$ cat config.mk
export PLATFORM = sky130hd
export DESIGN_NAME = rom_fetch_ctrl_flat
export DESIGN_NICKNAME = d
export VERILOG_FILES = /design/src/rtl/rom_ctrl_pkg.sv /design/src/rtl/rom_fetch_ctrl_if.sv /design/src/rtl/rom_fetch_ctrl_fetch_fifo.sv /design/src/rtl/rom_fetch_ctrl.sv /design/src/flat_wrapper.sv
export SDC_FILE = /design/constraint.sdc
export NUM_CORES = 1
export LEC_CHECK = 0
export CAP_MARGIN = 15
export CORE_MARGIN = 10
export CORE_UTILIZATION = 40
export DETAILED_ROUTE_END_ITERATION = 16
export GPL_TIMING_DRIVEN = 0
export PLACE_DENSITY = 0.67
export REMOVE_ABC_BUFFERS = 1
export SLEW_MARGIN = 20
export SYNTH_ARGS = -nofsm -noshare
export SYNTH_HDL_FRONTEND = slang
export SYNTH_HIERARCHICAL = 1
export SYNTH_SLANG_ARGS = --single-unit
$ cat constraint.sdc
create_clock -name clk -period 4.6 [get_ports clk]
set_input_delay 0.46 -clock clk [delete_from_list [all_inputs] [get_ports clk]]
set_output_delay 0.46 -clock clk [all_outputs]
set_load 0.02 [all_outputs]
$ cat src/rtl/rom_ctrl_pkg.sv
// rom_ctrl_pkg: shared types and default widths for the ROM fetch controller.
package rom_ctrl_pkg;
  localparam int ROM_ADDR_W = 10;
  localparam int ROM_DATA_W = 32;

  typedef enum logic [1:0] {GNT_IDLE, GNT_FETCH, GNT_DBG} grant_e;

  typedef struct packed {
    logic                  valid;
    grant_e                kind;
    logic [ROM_ADDR_W-1:0] pc;
    logic                  epoch;
  } flight_t;

  typedef struct packed {
    logic [ROM_DATA_W-1:0] instr;
    logic [ROM_ADDR_W-1:0] pc;
  } fifo_entry_t;
endpackage

$ cat src/rtl/rom_fetch_ctrl_if.sv
// rom_fetch_ctrl_if: ROM port, decode stream, redirect and debug-read signals of the fetch controller.
interface rom_fetch_ctrl_if
  import rom_ctrl_pkg::*;
#(
  parameter int ADDR_W = ROM_ADDR_W,
  parameter int DATA_W = ROM_DATA_W
);
  logic [ADDR_W-1:0] rom_addr;
  logic [DATA_W-1:0] rom_instr;
  logic              redirect_valid;
  logic [ADDR_W-1:0] redirect_pc;
  logic              out_valid;
  logic              out_ready;
  logic [DATA_W-1:0] out_instr;
  logic [ADDR_W-1:0] out_pc;
  logic              dbg_req;
  logic [ADDR_W-1:0] dbg_addr;
  logic              dbg_ack;
  logic [DATA_W-1:0] dbg_data;

  modport slave (
    output rom_addr, out_valid, out_instr, out_pc, dbg_ack, dbg_data,
    input  rom_instr, redirect_valid, redirect_pc, out_ready, dbg_req, dbg_addr
  );
  modport master (
    input  rom_addr, out_valid, out_instr, out_pc, dbg_ack, dbg_data,
    output rom_instr, redirect_valid, redirect_pc, out_ready, dbg_req, dbg_addr
  );
endinterface

$ cat src/rtl/rom_fetch_ctrl_fetch_fifo.sv
// fetch_fifo: small sync FIFO of fetched instructions with flush and occupancy count.
module fetch_fifo
  import rom_ctrl_pkg::*;
#(
  parameter int DEPTH = 2,
  parameter int CW = $clog2(DEPTH + 1)
) (
  input  logic          clk,
  input  logic          rst_n,
  input  logic          flush,
  input  logic          push,
  input  logic          pop,
  input  fifo_entry_t   din,
  output fifo_entry_t   dout,
  output logic [CW-1:0] count
);
  localparam int PW = $clog2(DEPTH);
  fifo_entry_t mem [DEPTH];
  logic [PW-1:0] wr, rd;
  logic do_push, do_pop;

  function automatic logic [PW-1:0] inc(input logic [PW-1:0] p);
    return p == PW'(DEPTH - 1) ? '0 : p + 1'b1;
  endfunction

  assign do_pop = pop && count != '0;
  assign do_push = push && (count != CW'(DEPTH) || do_pop);
  assign dout = mem[rd];

  always_ff @(posedge clk or negedge rst_n)
    if (!rst_n) begin
      wr <= '0;
      rd <= '0;
      count <= '0;
    end else if (flush) begin
      wr <= '0;
      rd <= '0;
      count <= '0;
    end else begin
      if (do_push) wr <= inc(wr);
      if (do_pop) rd <= inc(rd);
      count <= count + CW'(do_push) - CW'(do_pop);
    end

  always_ff @(posedge clk)
    if (do_push && !flush) mem[wr] <= din;
endmodule

$ cat src/rtl/rom_fetch_ctrl.sv
// rom_fetch_ctrl: fetch sequencer/arbiter for a sync-read instruction ROM shared with a debug reader.
// Define FETCH_BYPASS_EN to forward arriving fetch data straight to decode when the buffer is empty.
module rom_fetch_ctrl
  import rom_ctrl_pkg::*;
#(
  parameter int ADDR_W = ROM_ADDR_W,
  parameter int DATA_W = ROM_DATA_W,
  parameter logic [ADDR_W-1:0] RESET_PC = '0,
  parameter int FIFO_DEPTH = 2,
  parameter int DBG_STARVE_MAX = 8
) (
  input logic clk,
  input logic rst_n,
  rom_fetch_ctrl_if.slave bus
);
  localparam int CW = $clog2(FIFO_DEPTH + 1);
  localparam int SW = $clog2(DBG_STARVE_MAX + 1);
  logic [ADDR_W-1:0] pc, fetch_pc, cur_pc, held_pc;
  logic [DATA_W-1:0] cur_instr, held_instr, dbg_data;
  logic [SW-1:0] starve;
  logic [CW-1:0] count;
  logic epoch, live, arr, byp, fifo_valid, ovalid, pop, push, dbg_busy, can_fetch, dbg_ack;
  flight_t flight;
  grant_e gnt;
  fifo_entry_t din, fifo_out;

  // Stale-epoch fetches are excluded from the credit since they will never be pushed.
  always_comb begin
    live = flight.valid && flight.kind == GNT_FETCH && flight.epoch == epoch;
    arr = live && !bus.redirect_valid;
    fifo_valid = count != '0;
`ifdef FETCH_BYPASS_EN
    byp = arr && !fifo_valid;
`else
    byp = 1'b0;
`endif
    ovalid = fifo_valid || byp;
    cur_instr = fifo_valid ? fifo_out.instr : bus.rom_instr;
    cur_pc = fifo_valid ? fifo_out.pc : flight.pc;
    pop = ovalid && bus.out_ready;
    push = arr && !(byp && bus.out_ready);
    din = '{instr: bus.rom_instr, pc: flight.pc};
    dbg_busy = (flight.valid && flight.kind == GNT_DBG) || dbg_ack;
    can_fetch = bus.redirect_valid || int'(count) + int'(live) - int'(pop) < FIFO_DEPTH;
    fetch_pc = bus.redirect_valid ? bus.redirect_pc : pc;
    gnt = bus.dbg_req && !dbg_busy && (!can_fetch || starve == SW'(DBG_STARVE_MAX)) ? GNT_DBG :
          can_fetch ? GNT_FETCH : GNT_IDLE;
  end

  fetch_fifo #(.DEPTH(FIFO_DEPTH), .CW(CW)) u_fifo (
    .clk, .rst_n, .flush(bus.redirect_valid), .push, .pop(bus.out_ready),
    .din, .dout(fifo_out), .count
  );

  always_ff @(posedge clk or negedge rst_n)
    if (!rst_n) begin
      pc <= RESET_PC;
      epoch <= 1'b0;
      flight <= '0;
      starve <= '0;
      dbg_ack <= 1'b0;
      dbg_data <= '0;
      held_instr <= '0;
      held_pc <= '0;
    end else begin
      pc <= gnt == GNT_FETCH ? fetch_pc + 1'b1 : fetch_pc;
      epoch <= epoch ^ bus.redirect_valid;
      flight <= '{valid: gnt != GNT_IDLE, kind: gnt, pc: fetch_pc, epoch: epoch ^ bus.redirect_valid};
      starve <= !bus.dbg_req || gnt == GNT_DBG ? '0 :
                starve == SW'(DBG_STARVE_MAX) ? starve : starve + 1'b1;
      dbg_ack <= flight.valid && flight.kind == GNT_DBG;
      if (flight.valid && flight.kind == GNT_DBG) dbg_data <= bus.rom_instr;
      if (ovalid) begin
        held_instr <= cur_instr;
        held_pc <= cur_pc;
      end
    end

  assign bus.rom_addr = gnt == GNT_DBG ? bus.dbg_addr : fetch_pc;
  assign bus.out_valid = ovalid;
  assign bus.out_instr = ovalid ? cur_instr : held_instr;
  assign bus.out_pc = ovalid ? cur_pc : held_pc;
  assign bus.dbg_ack = dbg_ack;
  assign bus.dbg_data = dbg_data;
endmodule

$ cat src/flat_wrapper.sv
// flat-port wrapper written by rule: the top's interface ports become plain ports
module rom_fetch_ctrl_flat import rom_ctrl_pkg::*;
#(
  parameter int ADDR_W = ROM_ADDR_W,
  parameter int DATA_W = ROM_DATA_W,
  parameter logic [ADDR_W-1:0] RESET_PC = '0,
  parameter int FIFO_DEPTH = 2,
  parameter int DBG_STARVE_MAX = 8
)
  (clk, rst_n, bus_rom_addr, bus_out_valid, bus_out_instr, bus_out_pc, bus_dbg_ack, bus_dbg_data, bus_rom_instr, bus_redirect_valid, bus_redirect_pc, bus_out_ready, bus_dbg_req, bus_dbg_addr);
  rom_fetch_ctrl_if #(.ADDR_W(ADDR_W), .DATA_W(DATA_W)) bus_i ();
  input logic clk;
  input logic rst_n;
  output wire logic [$bits(bus_i.rom_addr)-1:0] bus_rom_addr;
  output wire logic [$bits(bus_i.out_valid)-1:0] bus_out_valid;
  output wire logic [$bits(bus_i.out_instr)-1:0] bus_out_instr;
  output wire logic [$bits(bus_i.out_pc)-1:0] bus_out_pc;
  output wire logic [$bits(bus_i.dbg_ack)-1:0] bus_dbg_ack;
  output wire logic [$bits(bus_i.dbg_data)-1:0] bus_dbg_data;
  input wire logic [$bits(bus_i.rom_instr)-1:0] bus_rom_instr;
  input wire logic [$bits(bus_i.redirect_valid)-1:0] bus_redirect_valid;
  input wire logic [$bits(bus_i.redirect_pc)-1:0] bus_redirect_pc;
  input wire logic [$bits(bus_i.out_ready)-1:0] bus_out_ready;
  input wire logic [$bits(bus_i.dbg_req)-1:0] bus_dbg_req;
  input wire logic [$bits(bus_i.dbg_addr)-1:0] bus_dbg_addr;
  assign bus_rom_addr = bus_i.rom_addr;
  assign bus_out_valid = bus_i.out_valid;
  assign bus_out_instr = bus_i.out_instr;
  assign bus_out_pc = bus_i.out_pc;
  assign bus_dbg_ack = bus_i.dbg_ack;
  assign bus_dbg_data = bus_i.dbg_data;
  assign bus_i.rom_instr = bus_rom_instr;
  assign bus_i.redirect_valid = bus_redirect_valid;
  assign bus_i.redirect_pc = bus_redirect_pc;
  assign bus_i.out_ready = bus_out_ready;
  assign bus_i.dbg_req = bus_dbg_req;
  assign bus_i.dbg_addr = bus_dbg_addr;
  rom_fetch_ctrl #(.ADDR_W(ADDR_W), .DATA_W(DATA_W), .RESET_PC(RESET_PC), .FIFO_DEPTH(FIFO_DEPTH), .DBG_STARVE_MAX(DBG_STARVE_MAX)) u_core (.clk(clk), .rst_n(rst_n), .bus(bus_i));
endmodule
# Yosys cells after proc, flatten, opt, wreduce, memory -nomap -nowiden
# Memory sizes are Yosys's and may differ from the RTL's.
# Index checks and enable logic that the tools add are counted.
[totals]
out_inout_bits = 86
input_bits = 57
word_cells = 68
memories = 1
ram_bits = 84
ff_bits = 106
[classes]
eq_ne = 7
addsub = 8
magnitude_cmp = 1
muxes = 18
reduce_logical = 21
[memory_table]
columns = ["memory", "depth", "word_bits", "rd", "rd_clocked_by_memory_dff", "write_ports", "line_no", "text"]
rows = [
  ["u_core.u_fifo.mem", 2, 42, 1, 0, 1, "rom_fetch_ctrl_fetch_fifo.sv:18", "fifo_entry_t mem [DEPTH];"],
]
[op_table]
columns = ["op", "count"]
rows = [
  ["$mux 10", 4],
  ["$lt 32x3->1 const B", 1],
  ["$mux 32", 1],
  ["$sub 32x2->32", 1],
  ["$add 10x1->10 const B", 1],
  ["$mux 1", 9],
  ["$logic_and 1x1->1", 8],
  ["$mux 4", 2],
  ["$reduce_bool 2->1", 4],
  ["$logic_or 1x1->1", 5],
  ["$add 4x1->4 const B", 1],
  ["$eq 2x1->1 const B", 2],
  ["$eq 2x2->1 const B", 2],
  ["$eq 4x4->1 const B", 1],
  ["$logic_not 1->1", 4],
  ["$mux 2", 2],
  ["$ne 2x2->1 const B", 2],
  ["$add 2x1->3", 1],
  ["$add 1x1->1 const B", 2],
  ["$add 2x1->2", 1],
  ["$sub 2x1->2", 1],
]

# Logic depth before layout (Yosys ltp)
# Gate-level depths: netlist of the first run.
[logic_depth]
word_depth = 13
mapped_depth = 12
depth_no_buf = 10

# Cells and area by module
# Netlist of the first run, hierarchy kept.
[by_module_without_submodules]
columns = ["module", "seq_area_each_um2", "n_inst", "area_per_inst_um2", "cells_each"]
rows = [
  ["rom_fetch_ctrl", 2552.4, 1, 4252.8, 282],
  ["fetch_fifo", 2622.5, 1, 3259.4, 152],
]

# Least setup slack after synthesis of the first run
# Ideal clock, no wire load.
[synth_timing]
kind = "input to register"
startpoint = "input port bus_redirect_valid"
endpoint = "memory u_core/u_fifo/mem[1][0] (netlist name) (enable)"
arrival_time_ps = 4144
required_time_ps = 4098
path_buffers = 2
slack_ps = -46
stages = 5
setup_ps = 502
path_cell_list = "buf_6 buf_6 nor2_1 o31ai_4 nor3b_1"
[synth_via]
elab_chain_cells = 6
[synth_rtl]
columns = ["item", "line_no", "text"]
rows = [
  ["start, declared", "flat_wrapper.sv:21", "input wire logic [$bits(bus_i.redirect_valid)-1:0] bus_redirect_valid;"],
  ["$logic_not 1->1", "rom_fetch_ctrl.sv:30", "arr = live && !bus.redirect_valid;"],
  ["$logic_and 1x1->1", "rom_fetch_ctrl.sv:30", ""],
  ["via u_core.arr", "rom_fetch_ctrl.sv:22", "logic epoch, live, arr, byp, fifo_valid, ovalid, pop, push, dbg_busy, can_fetch, dbg_ack;"],
  ["$logic_and 1x1->1", "rom_fetch_ctrl_fetch_fifo.sv:27", "assign do_push = push && (count != CW'(DEPTH) || do_pop);"],
  ["$logic_and 1x1->1", "rom_fetch_ctrl_fetch_fifo.sv:46", "if (do_push && !flush) mem[wr] <= din;"],
  ["$mux 1", "rom_fetch_ctrl_fetch_fifo.sv:46", ""],
  ["$mux 1 (implied by the code)", "rom_fetch_ctrl_fetch_fifo.sv:46", ""],
  ["end, declared", "rom_fetch_ctrl_fetch_fifo.sv:18", ""],
]
# The timed path passes the listed nets, and every way through them passes these cells.

# Worst setup path in the final report of the first run
[layout_timing]
startpoint = "register u_core.u_fifo.count[1]"
endpoint = "output port bus_rom_addr[5]"
[layout_via]
elab_chain_cells = 11
[layout_rtl]
columns = ["item", "line_no", "text"]
rows = [
  ["start, declared", "rom_fetch_ctrl_fetch_fifo.sv:15", "output logic [CW-1:0] count"],
  ["start signal, assigned", "rom_fetch_ctrl_fetch_fifo.sv:42", "count <= count + CW'(do_push) - CW'(do_pop);"],
  ["branches (longest 2 deep; another with $add 2x1->3)", "-", ""],
  ["$sub 32x2->32 (*)", "rom_fetch_ctrl.sv:44", "can_fetch = bus.redirect_valid || int'(count) + int'(live) - int'(pop) < FIFO_DEPTH;"],
  ["$lt 32x3->1 (*)", "rom_fetch_ctrl.sv:44", ""],
  ["$logic_or 1x1->1 (*)", "rom_fetch_ctrl.sv:44", ""],
  ["$logic_not 1->1", "rom_fetch_ctrl.sv:46", "gnt = bus.dbg_req && !dbg_busy && (!can_fetch || starve == SW'(DBG_STARVE_MAX)) ? GNT_DBG :"],
  ["$logic_or 1x1->1", "rom_fetch_ctrl.sv:46", ""],
  ["$logic_and 1x1->1", "rom_fetch_ctrl.sv:46", ""],
  ["$mux 2 (*)", "rom_fetch_ctrl.sv:46", ""],
  ["$eq 2x2->1 (*)", "rom_fetch_ctrl.sv:79", "assign bus.rom_addr = gnt == GNT_DBG ? bus.dbg_addr : fetch_pc;"],
  ["$mux 10 (*)", "rom_fetch_ctrl.sv:79", ""],
  ["end, declared", "flat_wrapper.sv:14", "output wire logic [$bits(bus_i.rom_addr)-1:0] bus_rom_addr;"],
]
# Every way passes the cells marked *.

==> results of run 1 <==
## cells by family after synthesis
family,Yosys count
AOI/OAI and AO/OA,13
xor gates and xnor gates,16
adders and majority gates,9
buffers and inverters,28
DFF,190
muxes,133
and+or+nand+nor,45
## power groups by stage
| stage | combinational (mW) | sequential [mW] | clock [mW] |
|---|---|---|---|
| after floorplan | 1.54 | 2.69 | 0 |
| after global placement | 2.98 | 2.58 | 0 |
| after detailed placement | 3.12 | 2.59 | 0 |
| after CTS | 3.14 | 2.56 | 1.50 |
| after global routing | 3.29 | 2.61 | 1.57 |
| final | 3.09 | 2.55 | 1.45 |
## worst paths after layout
| check | cells past startpoint | to | start | slack, ns |
|---|---|---|---|---|
| min in group clk | 0 | u_core/u_fifo/mem[0][8]$_DFFE_PP_ | u_core/din[8]$_DFF_PN0_ | 0.44 |
| hold / removal | 1 | u_core/held_instr[27]$_DFF_PN0_ | rst_n | -0.02 |
| max in group asynchronous | 2 | u_core/held_instr[12]$_DFF_PN0_ | rst_n | 3.96 |
| hold reg to reg | 0 | u_core/u_fifo/mem[0][8]$_DFFE_PP_ | u_core/din[8]$_DFF_PN0_ | 0.44 |
| setup / recovery | 11 | bus_rom_addr[5] | u_core/u_fifo/count[1]$_DFF_PN0_ | 0.22 |
| setup reg to reg | 12 | u_core/pc[9]$_DFF_PN0_ | u_core/u_fifo/count[1]$_DFF_PN0_ | 1.21 |
## final cells by class
class | count | share of cell area (%)
clock inverters | 14 | 1.59
multi-input cells | 216 | 22.1
inverters | 12 | 0.450
well taps | 234 | 2.93
clock buffers | 18 | 4.29
flip-flops and latches | 190 | 51.8
repair buffers | 161 | 16.8
## through the flow
step / std cells / utilization [%] / TNS (ns) / total power, mW
after floorplan: 418 / - / -4.04 / 4.23
after CTS: 843 / 53.8 / 0 / 7.19
after detailed placement: 810 / 50.6 / 0 / 5.71
final: 845 / 53.8 / 0 / 7.10
after global placement: 794 / 49.1 / -531.94 / 5.55
after global routing: 845 / 53.8 / 0 / 7.46
## routing by layer
metal,global-route usage [%],vias up,wire (µm)
met3,4.61,13,1010
met5,0,-,0
met4,3.47,0,178
met1,16.7,2080,7230
li1,-,1907,-
met2,21.1,107,7630
## cell usage in the layout, fill, tap and decap left out, types with 2 or more instances in the layout
cell type	n
dfrtp_1	104
nand2_1	5
mux2_4	6
clkbuf_16	17
mux2i_1	4
clkinv_4	5
and3b_1	2
inv_6	2
nor2_1	13
a21oi_1	6
clkdlybuf4s50_1	141
xor2_1	5
nor4b_2	2
mux2_2	121
buf_6	11
inv_1	11
nor2b_1	5
buf_16	4
nor3_2	2
xnor2_1	10
edfxtp_1	84
nor3_1	2
buf_4	5
bufinv_16	2
clkinvlp_4	3
nand2b_1	2
ha_1	8
nand3b_1	3
## registers in the layout, summed over array words and instances, names as in the netlist
register,cells
u_core/u_fifo/wr,1
u_core/pc,10
u_core/u_fifo/mem,84
u_core/din,10
u_core/bus.dbg_data,32
u_core/bus.dbg_ack,1
u_core/held_pc,10
u_core/u_fifo/count,2
u_core/flight,3
u_core/starve,4
u_core/held_instr,32
u_core/u_fifo/rd,1
## timing repair
item                                    in CTS  in global routing
setup buffers                                1                  2
endpoints found under the setup margin      10                 10
gates cloned                                 0                  0
pin swaps                                    1                  0
resized for setup                            0                  1
==> metrics.yaml, run 1 <==
status: "finished, violations left"
violations: "hold timing"
finalHoldViolCount: 6
dpl_cell_area_mm2: 0.00939
max_freq_mhz: 228
synthMuxAreaShare_pct: 20.2
synth_seq_cells: 190
ys_seq_area_share_pct: 68.9
power_density_mw_per_mm2: 709
p_sw_share_pct: 33.5
grt-ovfl-total: 0
synth-compound-area-share_pct: 1.60
period_needed_ns: 4.38
synth_enable_flop_cells: 84
crit_chain: "nor2_4, buf_16, nor2b_1, ha_1, nand2b_1, fa_1, xnor2_2, a221oi_4, o21bai_4, mux2_4, clkdlybuf4s50_1"
start_util_pct: 40.4
critPathMaxStageDelay_ns: 0.55
syn_avg_cell_area_um2: 17.3
synth_top_family_by_area: "multiplexers"
io_pins: 143
p_comb_share_pct: 43.5
cts_hold_buffers: 0
rows: 50
diodes: 0
dieArea_mm2: 0.0247
synth_top_area_share_pct: 35.3
cp.required_ns: 4.14
seq_power_share_pct: 36.0
cp-start-kind: "register"
hp-class: "input pin to async pin"
rsz0062_at_grt: "false"
synthXorXnorAreaFrac_pct: 1.97
grt_use_total_pct: 13.2
p_leak_nw: 3.90
root_buffer: "clkbuf_16"
port-buffer-count: 142
wl_per_cell_um: 19.0
grt_pass1_vias: 4602
netSwitchingPower_mw: 2.37
place_hpwl_um: 11400
clock-sinks: 190
setup_violations: 0
cp-end-kind: "output port"
synth.most_common_cell: "mux2_2"
cts_tree: "done"
timing.hold.ws_ns: -0.0151
cts_buffer_depth: 2
die_x_um: 157
async_flop_share_pct: 55.8
core_area_mm2: 0.0186
grt_antenna_before_repair: 0
synth_cells: 434
final-max-slew-violation-count: 0
fillerInstances: 1499
h-tree-depth: 4
yosys.area_share.adder_pct: 1.60
yosys-top-cells-area: "dfrtp_1, edfxtp_1, mux2_2"
ir_drop_v: 0.000336
drc: 0
fin_worst_skew_ns: 0.00926
cts_buffers: 17
final_cell_area_mm2: 0.0100
cp_slowest_cell: "clkdlybuf4s50_1"
drt_iter0_drc: 164
crit_fanout: 17
worstPathArrival_ns: 3.92
nNetsFinal: 664
power_frac_clock_pct: 20.5
crit_type: "register to output port"
cp_top_family: "adder cells"
grt_max_degree: 56
via_per_inst: 4.86
chipHeight_um: 157
clk_pin_slew_ns: 0.07
final-seq-area_mm2: 0.00518
cap_viol_max_count: 0
wirelength_um: 16100
dr.pass1.iters: 4
syn2layout_area_growth_pct: 33.2
synthesis.area_mm2: 0.00751
yosys.area_share.simple_pct: 3.88
yosys.area.top_type: "dfrtp_1"
worstMarginPinSlew_ns: 1.08
clk-insertion-delay-late_ns: 0.42
vias: 4107
multiInputGateArea_mm2: 0.00222
period_share_pct: 95.2
yosys_warnings: 6
synth_cell_types: 42
relSlewSlack_pct: 27.7
synthFlopType: "dfrtp_1"
grt_pass1_wl_um: 25100
p_int_mw: 4.72
gpl.final_weighted_congestion: 0.762
dpl_worst_slack_ns: 0.152
synth_commonest_cells: "mux2_2, dfrtp_1, edfxtp_1"
ant_nets: 0
worst-path-buf-inv: 2
drive_above_1_share_pct: 31.9
setup_ws_ns: 0.219
Power figures use the tool's default switching activity.
==> run 2: changes to the inputs <==
--- a/config.mk
+++ b/config.mk
@@ -5,8 +5,8 @@
 export SDC_FILE = /design/constraint.sdc
 export NUM_CORES = 1
 export LEC_CHECK = 0
-export CAP_MARGIN = 15
-export CORE_MARGIN = 10
+export CAP_MARGIN = 5
+export CORE_MARGIN = 2
 export CORE_UTILIZATION = 40
 export DETAILED_ROUTE_END_ITERATION = 16
 export GPL_TIMING_DRIVEN = 0
==> metrics.yaml, run 2 (same netlist as run 1, synthesis figures left out) <==
status: "finished, violations left"  # unchanged
violations: "hold timing"  # unchanged
start_util_pct: 40.4  # unchanged
rrSetupSlack_ns: 1.20  # was 1.21 ns
p_int_mw: 4.72  # about the same
period_needed_ns: 4.37  # was 4.38 ns
largest_register_ffs: 84  # unchanged
cts_buffer_depth: 2  # unchanged
final_core_util_pct: 53.7  # was 53.8%
dieArea_mm2: 0.0199  # was 0.0247 mm²
final_cell_mix: "clkdlybuf4s50_1, mux2_2, dfrtp_1, edfxtp_1, clkbuf_16"  # unchanged
vias: 4150  # was 4,107
cts_buffers: 17  # unchanged
timing.hold.ws_ns: -0.00840  # was -0.0151 ns
dr.pass1.iters: 6  # was 4
power_frac_clock_pct: 21.4  # was 20.5%
p_leak_nw: 3.90  # about the same
drive_above_1_share_pct: 32.3  # was 31.9%
setup_tns_ns: 0  # unchanged
cts_tree: "done"  # unchanged
dpl_cell_area_mm2: 0.00935  # was 0.00939 mm²
seq_power_share_pct: 35.9  # was 36.0%
ir_drop_v: 0.000276  # was 0.000336 V
syn2layout_area_growth_pct: 32.8  # was 33.2%
final_common_cell: "clkdlybuf4s50_1"  # unchanged
power_density_mw_per_mm2: 710  # was 709 mW/mm²
cp.required_ns: 4.14  # about the same
grt_pass1_wl_um: 23600  # was 25,100 µm
wirelength_um: 14800  # was 16,100 µm
fillerInstances: 1495  # was 1,499
rsz0062_at_grt: "false"  # unchanged
rr_worst_depth: 12  # unchanged
cts_hold_buffers: 0  # unchanged
period_share_pct: 95.1  # was 95.2%
chipHeight_um: 141  # was 157 µm
grt_max_degree: 61  # was 56
crit_fanout: 20  # was 17
io_pins: 143  # unchanged
final_cell_area_mm2: 0.00998  # was 0.0100 mm²
grt_busiest_layer: "met2"  # unchanged
reg_top3: "u_core/u_fifo/mem x84, u_core/bus.dbg_data x32, u_core/held_instr x32"  # unchanged
drc: 0  # unchanged
fin_worst_skew_ns: 0.0100  # was 0.00926 ns
ant_nets: 0  # unchanged
diodes: 0  # unchanged
met3_usage_pct: 4.55  # was 4.61%
drt_iter0_drc: 221  # was 164
cap_viol_max_count: 0  # unchanged
clock-sinks: 190  # unchanged
rows: 50  # unchanged
p_total_mw: 7.08  # was 7.10 mW
finalHoldViolCount: 3  # was 6
p_sw_share_pct: 33.3  # was 33.5%
top_register: "u_core/u_fifo/mem"  # unchanged
clk_pin_slew_ns: 0.08  # was 0.07 ns
max_freq_mhz: 229  # was 228 MHz
grt-ovfl-total: 0  # unchanged
final-max-slew-violation-count: 0  # unchanged
grt_use_total_pct: 15.5  # was 13.2%
netSwitchingPower_mw: 2.36  # was 2.37 mW
met2_usage_pct: 25.7  # was 21.1%
root_buffer: "clkbuf_16"  # unchanged
core_area_mm2: 0.0186  # unchanged
setup_violations: 0  # unchanged
place_hpwl_um: 10100  # was 11,400 µm
die_x_um: 141  # was 157 µm
worstPathArrival_ns: 3.91  # was 3.92 ns
h-tree-depth: 4  # unchanged
grt_pass1_vias: 4489  # was 4,602
relSlewSlack_pct: 55.5  # was 27.7%
r2r-start: "u_core/u_fifo/count[1]$_DFF_PN0_"  # unchanged
crit_type: "register to output port"  # unchanged
hp-class: "input pin to async pin"  # unchanged
p_comb_share_pct: 42.7  # was 43.5%
clk-insertion-delay-late_ns: 0.43  # was 0.42 ns
grt_antenna_before_repair: 0  # unchanged
worstMarginPinSlew_ns: 0.668  # was 1.08 ns
use_met1_pct: 19.8  # was 16.7%
via_per_inst: 4.92  # was 4.86
cp-end-kind: "output port"  # unchanged
port-buffer-count: 142  # unchanged
gpl.final_weighted_congestion: 0.788  # was 0.762
wl_per_cell_um: 17.6  # was 19.0 µm
nNetsFinal: 663  # was 664
r2r_end: "u_core/pc[9]$_DFF_PN0_"  # unchanged
cp-start-kind: "register"  # unchanged
## run 2: worst max path at each step
stage / from / to / slack, ns / cells past startpoint
final: u_core/u_fifo/count[1]$_DFF_PN0_ / bus_rom_addr[9] / 0.23 / 11
after global routing: u_core/u_fifo/count[1]$_DFF_PN0_ / bus_rom_addr[3] / 0.01 / 12
after CTS: u_core/u_fifo/count[1]$_DFF_PN0_ / bus_rom_addr[9] / 0.08 / 11
after detailed placement: bus_out_ready / bus_rom_addr[9] / 0.32 / 10
after global placement: bus_redirect_valid / u_core/u_fifo/mem[1][20]$_DFFE_PP_ / -3.68 / 4
after floorplan: u_core/u_fifo/count[1]$_DFF_PN0_ / bus_rom_addr[2] / -0.43 / 9
## run 2: area by class of cell
type                            instances  area [µm²]  area share, %
Timing Repair Buffer                  160        1630           16.3
Tap cell                              234         293           2.93
Inverter                               12        45.0          0.452
Clock buffer                           18         439           4.40
Sequential cell                       190        5180           51.9
Clock inverter                         14         178           1.78
Multi-Input combinational cell        216        2220           22.2
## run 2: metrics by stage
stage / instances / setup slack (ns)
6_report: 844 / 0.226
5_1_grt: 844 / 0.0124
4_1_cts: 843 / 0.0810
3_5_place_dp: 810 / 0.316
3_3_place_gp: 794 / -3.68
2_1_floorplan: 418 / -0.430
## run 2: metal layers
metal	part of all wire [%]	up-vias
met5	0	-
met4	1.4	0
met3	4.6	19
met2	49	118
met1	45	2116
li1	-	1897
## run 2: critical path, stage by stage (launching register included)
cell and delay, ns:
dfrtp_2 0.50, nor2_4 0.20, buf_16 0.19, nor2b_1 0.09, ha_1 0.31, nand2b_1 0.16
fa_1 0.41, xnor2_2 0.19, a221oi_4 0.11, o21bai_4 0.43, mux2_4 0.34, clkdlybuf4s50_1 0.54
## run 2: power groups by stage
stage                     Combinational (mW)  Sequential, mW  Clock, mW
after floorplan                         1.54            2.69          0
after global placement                  2.92            2.57          0
after detailed placement                3.04            2.59          0
after CTS                               3.06            2.55       1.56
after global routing                    3.20            2.60       1.64
final                                   3.02            2.54       1.51
## run 2: repair_timing
item	4_1_cts	5_1_grt
gates cloned	0	0
pin swaps	1	1
gates resized for setup	1	0
endpoints found under the setup margin	5	6
setup buffers	1	1
